## config.mk

```make
export PLATFORM = sky130hd
export DESIGN_NAME = piso_frame_serializer
export DESIGN_NICKNAME = d
export VERILOG_FILES = /design/src/rtl/piso_frame_serializer.sv
export SDC_FILE = /design/constraint.sdc
export NUM_CORES = 1
export LEC_CHECK = 0
export CAP_MARGIN = 40
export CORE_AREA = 2 2 171 173
export CTS_CLUSTER_SIZE = 20
export DETAILED_ROUTE_END_ITERATION = 8
export DIE_AREA = 0 0 173 175
export GPL_ROUTABILITY_DRIVEN = 0
export SLEW_MARGIN = 20
export SYNTH_ARGS = -nofsm -noshare
export SYNTH_HDL_FRONTEND = slang
export SYNTH_SLANG_ARGS = --single-unit
```

## constraint.sdc

```tcl
create_clock -name clk -period 4.8 [get_ports clk]
set_input_delay 0.96 -clock clk [delete_from_list [all_inputs] [get_ports clk]]
set_output_delay 0.96 -clock clk [all_outputs]
set_load 0.1 [all_outputs]
```

## src/rtl/piso_frame_serializer.sv

```systemverilog
// Parallel-in/serial-out frame serializer: captures N entries on load and streams
// one OUT_W-bit field per accepted beat over valid/ready, with zero-skip and frame count.
module piso_frame_serializer #(
    parameter int unsigned N         = 16,
    parameter int unsigned ENTRY_W   = 25,
    parameter int unsigned OUT_W     = 9,
    parameter int unsigned MSB_ALIGN = 1,
    parameter int unsigned SKIP_ZERO = 0,
    parameter int unsigned CNT_W     = 16
) (
    input  logic                 clk,
    input  logic                 reset,
    input  logic                 load,
    input  logic [N*ENTRY_W-1:0] data_in,
    output logic [OUT_W-1:0]     out_data,
    output logic                 out_valid,
    input  logic                 out_ready,
    output logic                 out_last,
    output logic                 busy,
    output logic                 overrun,
    output logic [CNT_W-1:0]     frame_count
);

    localparam int unsigned IDX_W   = (N > 1) ? $clog2(N) : 1;
    localparam int unsigned LSB_OFF = (MSB_ALIGN != 0) ? (ENTRY_W - OUT_W) : 0;
    localparam logic [N-1:0] ONE_N  = N'(1);

    typedef enum logic {IDLE, EMIT} state_t;

    state_t                  state_q, state_d;
    logic [N-1:0][OUT_W-1:0] fields_q, fields_d;
    logic [N-1:0]            mask_q, mask_d;
    logic [CNT_W-1:0]        count_q, count_d;
    logic                    overrun_q, overrun_d;
    logic [OUT_W-1:0]        out_data_q, out_data_d;
    logic                    out_valid_q, out_valid_d;
    logic                    out_last_q, out_last_d;

    logic [N-1:0][OUT_W-1:0] ext;
    logic [N-1:0]            ld_mask;
    logic [IDX_W-1:0]        sel;
    logic                    xfer;
    logic                    unused_bits;

    // Entry bits outside the extracted field are intentionally ignored.
    assign unused_bits = ^data_in;

    always_ff @(posedge clk) begin
        if (reset) begin
            state_q     <= IDLE;
            fields_q    <= '0;
            mask_q      <= '0;
            count_q     <= '0;
            overrun_q   <= 1'b0;
            out_data_q  <= '0;
            out_valid_q <= 1'b0;
            out_last_q  <= 1'b0;
        end else begin
            state_q     <= state_d;
            fields_q    <= fields_d;
            mask_q      <= mask_d;
            count_q     <= count_d;
            overrun_q   <= overrun_d;
            out_data_q  <= out_data_d;
            out_valid_q <= out_valid_d;
            out_last_q  <= out_last_d;
        end
    end

    always_comb begin
        state_d     = state_q;
        fields_d    = fields_q;
        mask_d      = mask_q;
        count_d     = count_q;
        overrun_d   = overrun_q;
        out_data_d  = '0;
        out_valid_d = 1'b0;
        out_last_d  = 1'b0;
        sel         = '0;
        ext         = '0;
        ld_mask     = '0;
        xfer        = out_valid_q & out_ready;

        for (int i = 0; i < N; i++) begin
            ext[i]     = data_in[i*ENTRY_W + LSB_OFF +: OUT_W];
            ld_mask[i] = (SKIP_ZERO != 0) ? |ext[i] : 1'b1;
        end

        unique case (state_q)
            IDLE: begin
                if (load) begin
                    fields_d = ext;
                    mask_d   = ld_mask;
                end
            end
            EMIT: begin
                if (xfer) begin
                    mask_d = mask_q & (mask_q - ONE_N);
                    if (out_last_q) begin
                        count_d = count_q + CNT_W'(1);
                    end
                end
                // A load is only taken when it coincides with the final transfer.
                if (load) begin
                    if (xfer && out_last_q) begin
                        fields_d = ext;
                        mask_d   = ld_mask;
                    end else begin
                        overrun_d = 1'b1;
                    end
                end
            end
            default: ;
        endcase

        state_d = (|mask_d) ? EMIT : IDLE;

        for (int i = N - 1; i >= 0; i--) begin
            if (mask_d[i]) begin
                sel = IDX_W'(i);
            end
        end

        if (|mask_d) begin
            out_data_d  = fields_d[sel];
            out_valid_d = 1'b1;
            out_last_d  = ~|(mask_d & (mask_d - ONE_N));
        end
    end

    assign out_data    = out_data_q;
    assign out_valid   = out_valid_q;
    assign out_last    = out_last_q;
    assign busy        = out_valid_q;
    assign overrun     = overrun_q;
    assign frame_count = count_q;

endmodule

```

==> reports/metrics.yaml, run 1 <==
drive_gt1_frac: 0.0911
ant_nets: 0
grt_antenna_before_repair: 3
place_ws_ns: 0.152
fin_worst_skew_ns: 0.0150
status: "finished clean"
cts_resized: 0
tightest_slew_ns: 0.884
rsz0062_at_grt: "no"
min_path_type: "flop to flop"
fin_crit_ns: 4.31
core_area_um2: 28400
yosys_warnings: 0
cts-buffers-inserted: 17
fin_setup_tns_ns: 0
first_pass_iters: 5
utilization: 0.433
htree_levels: 4
clock_path_buffers: 2
grt_use_total: 0.193
synth_most_common_cell: "nand2_1"
wire_per_inst_um: 16.7
synth_area_leaders: "dfxtp_1, nand2_1, a21oi_1"
hold_violations: 0
dp.cells: 1735
syn_to_final_growth_pct: 39.6
cts_root_buf: "clkbuf_16"
drc_errors: 0
dr.first_iter.drc_count: 686
clock.fmax_ghz: 0.232
clock-sinks: 188
syn_inst: 1195
dieArea_um2: 30300
grt_pass1_vias: 8538
synth-seq-cells: 188
yosysSeqAreaShare: 0.427
nets: 1775
dp_hpwl_mm: 21.1
vias_per_cell: 5.09
slew_headroom: 0.411
met2_length_mm: 13.3
p_leak_nw: 4.46
yosys-top-cells-count: "nand2_1, dfxtp_1, a21oi_1, nor2_1, clkbuf_1"
fp-row-count: 62
routed.top_layer: "met5"
cp.required_ns: 5.17
end_kind: "flop"
start_util: 0.311
worst-setup-path-type: "input port to flop"
clkTransAtPathRegs_ns: 0.08
grt_pass1_wl_mm: 46.1
io_pins: 433
async_flop_share: 0
syn_area_per_cell_um2: 7.38
clock_latency_ns: 0.44
setup_viol: 0
cp.arrival_ns: 4.68
yosys.area.top_type: "dfxtp_1"
dr_wl_met3_mm: 1.83
wirelength_met1_mm: 13.5
ys.flop_type: "dfxtp_1"
layoutNonFillerInstCount: 1769
synth.net_count: 1600
overflow: 0
cap_violations: 0
synth_area_um2: 8820
setup_ws_ns: 0.489
die_x_um: 173
p_per_area_nw_per_um2: 352
num_vias: 9010
io_buffers: 176
peakVddDrop_v: 0.000254
drv_slew: 0
cp-start-kind: "input port"
postCtsHoldBufs: 0
synth_top_area_frac: 0.427
post_synth_num_cell_types: 67
whs_ns: 0.452
critical_path.max_fanout: 34
die_y_um: 175
cts_setup_buffers: 0
synth-edff-count: 0
grt_max_degree: 179
drt-total-wl_mm: 29.5
fin_crit_sh: 0.898
cts_tree: "yes"
[registers in the layout (all words and copies together), names as in the netlist]
register	count
busy	1
fields_q	144
frame_count	16
mask_q	16
out_data	9
out_last	1
overrun	1
[cell families (layout without fill, tap and decap cells)]
family | after synthesis | count (layout) | synth area share
other | 0 | 2 | 0
XOR/XNOR | 15 | 15 | 0.0149
AO/OA/AOI/OAI | 333 | 333 | 0.227
flip-flops | 188 | 188 | 0.427
multiplexers | 25 | 25 | 0.0291
AND/OR/NAND/NOR | 526 | 526 | 0.246
adder cells (fa/ha/maj) | 6 | 6 | 0.00710
buffers and inverters | 102 | 290 | 0.0484
[final timing paths]
kind,startpoint,end,slack [ns],depth (start not counted)
worst max-delay path,out_ready,out_data[3],0.49,12
worst min-delay path,fields_q[48],fields_q[48],0.45,2
worst max register to register,mask_q[10],out_data[3],1.03,11
worst min register to register,fields_q[48],fields_q[48],0.45,2
[routing by layer]
metal,vias to the layer above,GRT usage
met1,4210,0.265
met2,291,0.301
li1,4458,-
met3,49,0.0370
met5,-,0
met4,2,0.0681
[cell usage in the layout (no fill, tap or decap), types with 7 or more instances in the layout]
master           netlist  final
a31oi_1               22     22
o211ai_1               7      7
inv_1                  9      9
nor2_1                70     69
buf_8                  0     19
clkdlybuf4s50_1        0    175
nand4_1                8      8
xor2_1                13     13
o21ai_0               43     43
nor3_1                14     14
a211oi_1               8      8
buf_16                 0     12
dfxtp_1              188    188
buf_4                  3     36
and3_1                 8      8
mux2i_1               23     23
o2111ai_1              8      8
clkbuf_16              0     17
o32ai_1                7      7
nand2_1              373    372
o22ai_1               14     14
nand3_1               16     16
a21oi_1              178    178
[cell type report]
cell class,instances,area [um2]
inverter,9,33.8
timing repair buffer,249,2770
clock buffer,20,467
antenna,2,5.00
sequential,188,3760
fill,2920,16100
tap,384,480
multi-input combinational,905,4640
clock inverter,12,144
[worst max-delay path, stage by stage]
cell             delay (ns)
clkdlybuf4s50_1        0.67
and2_1                 0.38
nand4_1                0.27
o22ai_1                0.34
o21ai_0                0.21
a211oi_2               0.39
or2_4                  0.27
buf_12                 0.21
a21oi_1                0.10
a221oi_1               0.49
o32ai_1                0.23
o21ai_0                0.11
[stage by stage]
stage	total power [mW]	cell area, um2
5_1_grt	4.51	12300
6_report	4.33	12300
3_5_place_dp	2.90	11700
3_3_place_gp	2.81	11100
4_1_cts	4.36	12300
2_1_floorplan	2.37	8820
[report_power, final]
part / internal (mW) / switching (mW)
clock: 0.784 / 0.681
combinational: 0.484 / 0.673
sequential: 1.65 / 0.0624
(Power assumes the default switching activity.)
==> run 2, diff against run 1 <==
ABC_CLOCK_PERIOD_IN_PS = 4800   (was unset)
==> results of run 2 <==
No change in the layout: final DEF, timing and power equal those of run 1.
